[config.mk]
export PLATFORM = sky130hd
export DESIGN_NAME = bp_be_issue_queue
export DESIGN_NICKNAME = d
export VERILOG_FILES = /design/src/rtl/bp_be_issue_queue.sv
export SDC_FILE = /design/constraint.sdc
export NUM_CORES = 1
export LEC_CHECK = 0
export CAP_MARGIN = 20
export CORE_MARGIN = 8
export CORE_UTILIZATION = 61
export DETAILED_ROUTE_END_ITERATION = 12
export DONT_BUFFER_PORTS = 1
export PLACE_DENSITY = 0.77
export SLEW_MARGIN = 30
export SYNTH_ARGS = -nofsm -noshare
export SYNTH_HDL_FRONTEND = slang
export SYNTH_SLANG_ARGS = --single-unit
export TNS_END_PERCENT = 100
[constraint.sdc]
create_clock -name clk_i -period 4.3 [get_ports clk_i]
set_input_delay 0.43 -clock clk_i [delete_from_list [all_inputs] [get_ports clk_i]]
set_output_delay 0.43 -clock clk_i [all_outputs]
set_load 0.01 [all_outputs]
[src/rtl/bp_be_issue_queue.sv]
// In-order issue queue: buffers fetched {instr, pc} pairs and releases the head
// only when its source and destination registers are free in the scoreboard.
`timescale 1ns/1ps
module bp_be_issue_queue #(
    parameter int els_p         = 4,
    parameter int vaddr_width_p = 39
) (
    input  logic                     clk_i,
    input  logic                     reset_n_i,
    input  logic [31:0]              fe_instr_i,
    input  logic [vaddr_width_p-1:0] fe_pc_i,
    input  logic                     fe_v_i,
    output logic                     fe_ready_o,
    output logic [31:0]              issue_instr_o,
    output logic [vaddr_width_p-1:0] issue_pc_o,
    output logic                     issue_v_o,
    input  logic                     issue_yumi_i,
    input  logic                     wb_v_i,
    input  logic [4:0]               wb_rd_addr_i,
    input  logic                     flush_i
);

    localparam int PTR_W = (els_p > 1) ? $clog2(els_p) : 1;
    localparam int CNT_W = $clog2(els_p + 1);

    localparam logic [6:0] OP_LOAD      = 7'b0000011;
    localparam logic [6:0] OP_STORE     = 7'b0100011;
    localparam logic [6:0] OP_BRANCH    = 7'b1100011;
    localparam logic [6:0] OP_OP        = 7'b0110011;
    localparam logic [6:0] OP_OP32      = 7'b0111011;
    localparam logic [6:0] OP_OPIMM     = 7'b0010011;
    localparam logic [6:0] OP_OPIMM32   = 7'b0011011;
    localparam logic [6:0] OP_JALR      = 7'b1100111;
    localparam logic [6:0] OP_SYSTEM    = 7'b1110011;
    localparam logic [6:0] OP_LUI       = 7'b0110111;
    localparam logic [6:0] OP_AUIPC     = 7'b0010111;
    localparam logic [6:0] OP_JAL       = 7'b1101111;

    logic [31:0]              r_instr_mem [els_p];
    logic [vaddr_width_p-1:0] r_pc_mem    [els_p];
    logic [PTR_W-1:0]         r_rd_ptr;
    logic [PTR_W-1:0]         r_wr_ptr;
    logic [CNT_W-1:0]         r_count;
    logic [31:0]              r_busy;

    logic [31:0]              w_head_instr;
    logic [6:0]               w_opcode;
    logic [4:0]               w_rs1;
    logic [4:0]               w_rs2;
    logic [4:0]               w_rd;
    logic                     w_rs1_used;
    logic                     w_rs2_used;
    logic                     w_rd_used;
    logic                     w_hazard;
    logic                     w_empty;
    logic                     w_enq;
    logic                     w_deq;
    logic [31:0]              w_busy_nxt;

    assign w_head_instr  = r_instr_mem[r_rd_ptr];
    assign w_opcode      = w_head_instr[6:0];
    assign w_rd          = w_head_instr[11:7];
    assign w_rs1         = w_head_instr[19:15];
    assign w_rs2         = w_head_instr[24:20];

    always_comb begin
        w_rs1_used = 1'b0;
        w_rs2_used = 1'b0;
        w_rd_used  = 1'b0;
        case (w_opcode)
            OP_LOAD:                  begin w_rs1_used = 1'b1; w_rd_used = 1'b1; end
            OP_STORE, OP_BRANCH:      begin w_rs1_used = 1'b1; w_rs2_used = 1'b1; end
            OP_OP, OP_OP32:           begin w_rs1_used = 1'b1; w_rs2_used = 1'b1; w_rd_used = 1'b1; end
            OP_OPIMM, OP_OPIMM32,
            OP_JALR, OP_SYSTEM:       begin w_rs1_used = 1'b1; w_rd_used = 1'b1; end
            OP_LUI, OP_AUIPC, OP_JAL: w_rd_used = 1'b1;
            default: ;
        endcase
        // x0 is never tracked, so it can never cause a WAW stall or be marked busy
        if (w_rd == 5'd0) w_rd_used = 1'b0;
    end

    assign w_hazard = (w_rs1_used & r_busy[w_rs1])
                    | (w_rs2_used & r_busy[w_rs2])
                    | (w_rd_used  & r_busy[w_rd]);

    assign w_empty       = (r_count == '0);
    assign fe_ready_o    = (r_count != CNT_W'(els_p));
    assign issue_v_o     = ~w_empty & ~w_hazard;
    assign issue_instr_o = w_head_instr;
    assign issue_pc_o    = r_pc_mem[r_rd_ptr];

    assign w_enq = fe_v_i & fe_ready_o & ~flush_i;
    assign w_deq = issue_yumi_i & issue_v_o;

    // Setting is applied after clearing so an issue and a writeback of the same register leave it busy
    always_comb begin
        w_busy_nxt = r_busy;
        if (wb_v_i)             w_busy_nxt[wb_rd_addr_i] = 1'b0;
        if (w_deq && w_rd_used) w_busy_nxt[w_rd] = 1'b1;
        w_busy_nxt[0] = 1'b0;
    end

    always_ff @(posedge clk_i or negedge reset_n_i) begin
        if (!reset_n_i) begin
            r_rd_ptr <= '0;
            r_wr_ptr <= '0;
            r_count  <= '0;
            r_busy   <= '0;
        end else begin
            r_busy <= w_busy_nxt;
            if (flush_i) begin
                r_rd_ptr <= '0;
                r_wr_ptr <= '0;
                r_count  <= '0;
            end else begin
                if (w_enq) r_wr_ptr <= r_wr_ptr + PTR_W'(1);
                if (w_deq) r_rd_ptr <= r_rd_ptr + PTR_W'(1);
                case ({w_enq, w_deq})
                    2'b10:   r_count <= r_count + CNT_W'(1);
                    2'b01:   r_count <= r_count - CNT_W'(1);
                    default: r_count <= r_count;
                endcase
            end
        end
    end

    always_ff @(posedge clk_i) begin
        if (w_enq) begin
            r_instr_mem[r_wr_ptr] <= fe_instr_i;
            r_pc_mem[r_wr_ptr]    <= fe_pc_i;
        end
    end

endmodule
==> out/results.tsv, run 1 <==
metric	value	unit
status	complete, no violations	
Final setup viols	0	
biggest area consumer among synthesized cells	edfxtp_1	
gr ovfl total	0	
Clock Latency Late Sink	0.51	ns
CP startpoint kind	register	
row cnt	54	
power density over the cells	546.6	mW/mm^2
CORE AREA	0.02155	mm^2
drt total wl	29210	um
initial antenna violation count	0	
H-tree levels	2	
placed inst area	0.01367	mm^2
Placed Cells incl. Taps	949	
gp weighted congestion	0.8750	
via count	6825	
ratio of cells with drive above 1 in the final layout	23.76	%
dpl hpwl	18280	um
mean routed wirelength per cell	27.92	um
first-pass GRT wire length	43710	um
Root Driver	clkbuf_16	
Synth area leaders	edfxtp_1 65%, mux4_2 12%, dfrtp_1 7.2%	
Finished Cell Area	0.01519	mm^2
Unique masters post-synth	63	
Top FF cell, synth	edfxtp_1	
clock skew	0.02185	ns
Mapped Cells	671	
critical setup path kind	register to primary output	
DRT antenna net count	0	
Final Hold Viols	0	
DRC errors left	0	
post-CTS resize count	0	
leakage power	5.061	nW
Synth top area share	64.58	%
FMAX	242.3	MHz
clk sinks	322	
Die Ht	163.1	um
Nets	831	
Tcrit/Tclk final	95.99	%
Max Slew Vio Count	0	
vias in the first global route	7192	
CTS buffer count	34	
number of flops mapped to enable cells by yosys	284	
Initial Util	61.27	%
DRT Pass-1 Iters	5	
Max Fanout on Critical Path	36	
Yosys warnings	0	
WP data arrival	3.70	ns
clock-pin slew on the worst setup and hold paths	0.06	ns
Critical Path End Type	primary output	
Avg Synthesized Cell Area	19.68	um^2
Clock Tree Buf Depth	3	
die width	163.1	um
initial DRC count	604	
DR vias/cell	6.525	
most numerous cell in the Yosys netlist	edfxtp_1	
CP required	3.87	ns
hold path cells	0	
sw frac	26.35	%
# IOs	155	
share of power burned in registers	45.5	%
Logic pwr share	19.3	%
Max IR drop VDD	0.0005812	V
max cap viols	0	
non-filler cells, final	1046	
worst-margin pin slew	0.6747	ns
Layout area overhead	15.03	%
Int Pwr	6.116	mW
Clk pwr share	35.2	%
fraction of registers with async set/reset	11.80	%
Mapped Area	0.01321	mm^2
fillers	1262	
Tightest Hold Check Type	input port to register	
Slew Limit Headroom	55.02	%
Syn Nets	758	
PortBufs	0	
ANT cells	0	
largest net degree at the start of global routing	43	
Min Clock Period, post-route	4.128	ns
post-synthesis register bit count	322	
total global-route track usage	21.89	%
setup TNS	0	ns
reg2reg path depth	13	
CTS tree	built	
Post-synth top cells	284 x edfxtp_1, 72 x mux4_2, 46 x o21ai_0	
NetSw	2.188	mW
RSZ-0062 raised after global routing	no	
Seq/Total Area, Yosys	71.78	%
die area	0.02661	mm^2
-- cell families after synthesis --
family,synth area share (%)
and+or+nand+nor,3.771
buffers and inverters,1.601
AOI/OAI and AO/OA,4.860
xor gates and xnor gates,0.4075
muxes,17.05
DFF,71.78
adders and majority gates,0.5306
-- placed cells by master (no fill, tap or decap), types with 3 or more instances in the layout --
cell type / count
a21oi_1: 4
and2_4: 4
buf_12: 5
buf_4: 19
bufinv_16: 5
clkbuf_1: 7
clkbuf_16: 35
clkinv_1: 5
clkinv_2: 4
dfrtp_1: 36
dlygate4sd3_1: 37
edfxtp_1: 284
ha_1: 4
inv_1: 4
mux2_2: 7
mux2i_1: 42
mux4_1: 3
mux4_2: 72
nand2_1: 17
nand2b_1: 5
nand3_1: 8
nand3b_1: 9
nor2_1: 19
nor2b_1: 7
o21ai_0: 46
o311a_1: 3
o31ai_1: 12
o31ai_2: 5
or3_1: 3
or3b_2: 3
-- flip-flops by register name, summed over array words and instances, names as in the netlist --
| register | cells |
|---|---|
| r_count | 3 |
| r_busy | 31 |
| r_wr_ptr | 2 |
| r_pc_mem | 156 |
| r_rd_ptr | 2 |
| r_instr_mem | 128 |
-- path summary, 6_finish.rpt --
kind / startpoint / slack, ns / end
worst max register to register: r_rd_ptr[1] / 0.32 / r_count[2]
worst max-delay path: r_rd_ptr[1] / 0.17 / issue_v_o
min in group asynchronous: reset_n_i / 0.42 / r_busy[13]
max in group asynchronous: reset_n_i / 3.67 / r_rd_ptr[1]
worst min-delay path: fe_pc_i[33] / 0.02 / r_pc_mem[2][33]
worst min register to register: r_wr_ptr[1] / 0.60 / r_wr_ptr[1]
-- metrics by stage --
stage / utilization [%] / power (mW) / hold WS, ns / worst slack (ns)
3_3_place_gp: 62.87 / 5.320 / 0.1356 / 0.5181
3_5_place_dp: 63.40 / 5.388 / 0.1357 / 0.3277
4_1_cts: 70.29 / 8.358 / 0.0005390 / 0.08956
2_1_floorplan: - / 4.995 / 0.1344 / 0.7453
5_1_grt: 70.48 / 8.611 / 0.0002092 / 0.005840
6_report: 70.48 / 8.304 / 0.01772 / 0.1723
-- final cells by class --
type	count	area [um^2]	share of cell area [%]
flip-flops and latches	322	9487	62.45
well taps	280	350.3	2.306
inverters	6	25.02	0.1647
clock buffers	42	902.1	5.939
multi-input cells	316	3526	23.21
repair buffers	64	679.4	4.472
clock inverters	16	221.5	1.458
-- power groups by stage --
| stage | sequential (mW) | combinational, mW | clock [mW] |
|---|---|---|---|
| floorplan | 3.77 | 1.22 | 0 |
| global placement | 3.83 | 1.49 | 0 |
| detailed placement | 3.84 | 1.54 | 0 |
| CTS | 3.78 | 1.60 | 2.97 |
| global route | 3.80 | 1.72 | 3.09 |
| finish | 3.78 | 1.60 | 2.92 |
-- what timing repair did --
item	CTS	global route
setup endpoints to repair	0	1
hold buffers	35	3
setup buffers	0	1
endpoints found under the hold margin	140	5
-- layer usage --
metal	GRT usage [%]	share of wire, %
met4	6.756	2.4
met5	0	0
met3	7.560	9.9
met1	25.98	36
met2	37.15	51
-- worst max-delay path, stage by stage, from the launching register on --
cell and delay, ns:
dfrtp_4 0.64, buf_12 0.27, mux4_2 0.60, mux2_4 0.38, or3_1 0.32, o2111ai_2 0.11
o211ai_2 0.15, a21oi_4 0.24, buf_4 0.19, o311a_1 0.25
(Power assumes the default switching activity.)
==> inputs of run 2 (changes only) <==
- ABC_CLOCK_PERIOD_IN_PS: default -> 4300
- CORE_MARGIN: 8 -> 1.5
- MAX_ROUTING_LAYER: default -> met4
==> out/results.tsv, run 2 (synthesized netlist as in run 1, its figures left out) <==
metric	value	unit
PortBufs	0	
WP buf/inv	1	
initial antenna violation count	0	
Max Fanout on Critical Path	24	
worst-margin pin slew	0.6618	ns
ANT cells	0	
setup TNS	0	ns
Tcrit/Tclk final	93.70	%
clk sinks	322	
DRT antenna net count	0	
DR vias/cell	6.487	
vias in the first global route	7272	
Die Ht	150.1	um
Critical Path End Type	register	
RSZ-0062 raised after global routing	no	
Tightest Hold Check Type	input port to register	
slowest cell on the critical path	dfrtp_4	
WP depth	13	
mean routed wirelength per cell	28.41	um
ratio of cells with drive above 1 in the final layout	22.35	%
H-tree levels	2	
DRC errors left	0	
Root Driver	clkbuf_16	
CORE AREA	0.02115	mm^2
total global-route track usage	28.34	%
leakage power	5.084	nW
first-pass GRT wire length	44510	um
CP startpoint kind	register	
hold path cells	0	
largest net degree at the start of global routing	42	
top flop regs	r_pc_mem x156, r_instr_mem x128, r_busy x31	
Clock Tree Buf Depth	3	
critical setup path kind	register to register	
hold slack	0.01453	ns
DRT Pass-1 Iters	5	
die area	0.02254	mm^2
# IOs	155	
max FFs per register	156	
max cap viols	0	
commonest non-fill, non-tap cell in the layout	edfxtp_1	
WP data arrival	4.41	ns
clock-pin slew on the worst setup and hold paths	0.06	ns
reg2reg path depth	13	
CP required	4.68	ns
CP top delay family	compound AO/OA/AOI/OAI gates	
Max IR drop VDD	0.0004691	V
Final Hold Viols	0	
Slew Limit Headroom	55.62	%
commonest non-fill, non-tap cells in the layout	284 x edfxtp_1, 72 x mux4_2, 56 x dlygate4sd3_1	
power density over the cells	535.6	mW/mm^2
gp weighted congestion	0.8535	
CTS buffer count	34	
crit path from	r_rd_ptr[1]	
row cnt	53	
clock skew	0.01850	ns
drt total wl	30060	um
FMAX	248.2	MHz
die width	150.1	um
Max Slew Vio Count	0	
gr ovfl total	0	
dpl hpwl	17870	um
worst r2r src	r_rd_ptr[1]	
Clock Latency Late Sink	0.52	ns
via count	6863	
Layout area overhead	15.55	%
Final setup viols	0	
status	complete, no violations	
Most flops, register	r_pc_mem	
Initial Util	62.43	%
Nets	844	
initial DRC count	638	
Min Clock Period, post-route	4.029	ns
CP cell instances	buf_12, mux4_2, nand2b_1, o22ai_1, nand2_1, a211oi_1, a21oi_1, nand2_4, nor2_1, fa_1, and3_1, mux2i_1, mux2_1	
max incr delay on CP	0.64	ns
CTS tree	built	
min-delay src	fe_instr_i[1]	
-- run 2: final timing paths --
| path | to | slack, ns |
|---|---|---|
| max | r_count[2] | 0.27 |
| min | r_instr_mem[2][1] | 0.01 |
| max reg2reg | r_count[2] | 0.27 |
| min reg2reg | r_busy[10] | 0.58 |
| max in group asynchronous | r_rd_ptr[1] | 3.69 |
| min in group asynchronous | r_busy[25] | 0.39 |
-- run 2: layout make-up --
type / count / area [um^2]
clock buffers: 44 / 909.6
clock inverters: 18 / 153.9
fillers: 1234 / 5894
inverters: 6 / 25.02
multi-input cells: 317 / 3552
flip-flops and latches: 322 / 9487
well taps: 275 / 344.1
repair buffers: 76 / 788.3
-- run 2: what timing repair did --
action                     4_1_cts  5_1_grt
resized for setup                0        0
setup endpoints to repair        0        1
hold endpoints to repair       217       14
hold buffers                    51        6
buffers inserted                 0        1
-- run 2: per-layer routing --
layer	GRT usage [%]	wire (um)	up-vias
li1	-	-	2964
met1	35.56	11450	3563
met2	46.54	15580	278
met3	6.424	2130	58
met4	8.971	892	0
met5	-	0	-
-- run 2: worst register-to-register path, cell delays in order (launching register included) --
cell and delay [ns]:
dfrtp_4 0.64, buf_12 0.26, mux4_2 0.41, nand2b_1 0.22, o22ai_1 0.20, nand2_1 0.08, a211oi_1 0.56, a21oi_1 0.26
nand2_4 0.18, nor2_1 0.08, fa_1 0.39, and3_1 0.15, mux2i_1 0.15, mux2_1 0.33
-- run 2: report_power, final --
group          internal [mW]  switching (mW)  leakage, nW
clock network           1.63            1.16        0.523
registers               3.64           0.141         3.10
logic                  0.666           0.930         1.46
-- run 2: per-stage QoR --
step	std cells	cell area (um^2)	setup slack, ns	total power, mW	utilization (%)
after floorplan	671	13210	0.7453	4.995	-
after global placement	935	13510	0.3625	5.293	63.88
after detailed placement	937	13560	0.2626	5.338	64.11
after CTS	1050	15150	0.08919	8.176	71.60
after global routing	1058	15260	0.07878	8.455	72.14
final	1058	15260	0.2708	8.173	72.14
==> inputs of run 3 (changes only) <==
- PLACE_DENSITY: 0.77 -> 0.86
==> out/results.tsv, run 3 (synthesized netlist as in run 1, its figures left out) <==
metric	value	unit
status	complete, no violations	
mean routed wirelength per cell	27.61	um
Min Clock Period, post-route	4.076	ns
Initial Util	62.43	%
Clock Tree Buf Depth	3	
Most flops, register	r_pc_mem	
gr ovfl total	0	
fillers	1184	
CTS tree	built	
ratio of cells with drive above 1 in the final layout	21.86	%
DRT Pass-1 Iters	5	
FMAX	245.3	MHz
placed inst area	0.01354	mm^2
CP required	3.87	ns
Slew Limit Headroom	49.93	%
critical setup path kind	register to primary output	
setup TNS	0	ns
Max IR drop VDD	0.0004463	V
CORE AREA	0.02115	mm^2
PortBufs	0	
Max Slew Vio Count	0	
leakage power	5.128	nW
Die Ht	150.1	um
total global-route track usage	27.99	%
clk sinks	322	
grt met2 use	45.44	%
row cnt	53	
M3 GR Usage	6.758	%
busiest layer in global routing	met2	
DRC errors left	0	
Clock Latency Late Sink	0.58	ns
H-tree levels	1	
clock-pin slew on the worst setup and hold paths	0.06	ns
drt total wl	29600	um
Root Driver	clkbuf_16	
WP data arrival	3.65	ns
first-pass GRT wire length	44910	um
CP startpoint kind	register	
DRT antenna net count	0	
met1 global-route usage	35.46	%
vias in the first global route	7449	
via count	7089	
worst-margin pin slew	0.7511	ns
RSZ-0062 raised after global routing	no	
non-filler cells, final	1072	
Tcrit/Tclk final	94.80	%
die width	150.1	um
top flop regs	r_pc_mem x156, r_instr_mem x128, r_busy x31	
Placed Cells incl. Taps	934	
max cap viols	0	
commonest non-fill, non-tap cell in the layout	edfxtp_1	
power density over the cells	530.2	mW/mm^2
Critical Path End Type	primary output	
gp weighted congestion	0.8674	
Final Hold Viols	0	
largest net degree at the start of global routing	48	
initial antenna violation count	1	
dpl hpwl	17700	um
Finished Cell Area	0.01537	mm^2
# IOs	155	
Max Fanout on Critical Path	11	
initial DRC count	682	
CTS buffer count	31	
Nets	860	
Final setup viols	0	
commonest non-fill, non-tap cells in the layout	284 x edfxtp_1, 74 x dlygate4sd3_1, 72 x mux4_2	
Layout area overhead	16.38	%
DR vias/cell	6.613	
clock skew	0.01717	ns
die area	0.02254	mm^2
post-CTS resize count	0	
max FFs per register	156	
Tightest Hold Check Type	input port to register	
-- run 3: changes by cell type in the layout (fill, tap and decap cells not counted), moves of 2 or more --
cell | before | now
buf_4 | 15 | 18
bufinv_16 | 2 | 4
clkbuf_1 | 9 | 7
clkbuf_16 | 35 | 31
clkbuf_8 | 0 | 2
clkinv_2 | 6 | 3
clkinvlp_4 | 0 | 2
dlygate4sd3_1 | 56 | 74
inv_6 | 2 | 0
-- run 3: cell type report --
class                      count  area, um^2  share of cell area (%)
clock buffer                  40       829.5                   5.397
antenna                        1       2.502                 0.01628
clock inverter                16       192.7                   1.254
sequential                   322        9487                   61.72
multi-input combinational    316        3526                   22.94
timing repair buffer          96       963.4                   6.268
inverter                       6       25.02                  0.1628
tap                          275       344.1                   2.239
-- run 3: path summary, 6_finish.rpt --
kind | startpoint | to | slack [ns] | cells after the start
worst min register to register | r_busy[3] | r_busy[3] | 0.60 | 2
worst min-delay path | flush_i | r_count[1] | 0.07 | 2
max in group asynchronous | reset_n_i | r_rd_ptr[0] | 3.76 | 2
min in group asynchronous | reset_n_i | r_busy[19] | 0.32 | 2
worst max-delay path | r_rd_ptr[0] | issue_v_o | 0.22 | 8
worst max register to register | r_rd_ptr[1] | r_count[2] | 0.25 | 14
-- run 3: critical path, stage by stage (launching register included) --
cell and delay, ns:
dfrtp_4 0.52, buf_4 0.23, mux4_2 0.70, mux4_1 0.52
nand2_1 0.09, o211ai_1 0.12, a32o_2 0.29, a21oi_4 0.28
o311a_1 0.33
-- run 3: repair_timing --
action / in CTS / in global routing
setup endpoints to repair: 0 / 2
hold buffers: 75 / 0
buffers inserted: 0 / 6
endpoints found under the hold margin: 326 / 0
-- run 3: through the flow --
step	total power, mW	util, %	hold WS [ns]	setup WS [ns]
floorplan	4.995	-	0.1344	0.7453
global placement	5.265	63.78	0.1353	0.2762
detailed placement	5.326	64.00	0.1353	0.1466
CTS	8.126	72.43	0.06182	0.01674
global route	8.412	72.66	0.08498	0.07817
finish	8.149	72.66	0.07111	0.2236
-- run 3: report_power, final --
part	total (mW)	switching [mW]	internal (mW)	leakage, nW
clock	2.74	1.14	1.60	0.492
combinational	1.63	0.963	0.672	1.54
sequential	3.78	0.133	3.64	3.10
-- run 3: routing by layer --
layer	vias up	share of wire, %	wire, um
li1	2976	-	-
met1	3640	36	10770
met2	393	51	15190
met3	80	8.9	2625
met4	0	3.4	1011
met5	-	0	0
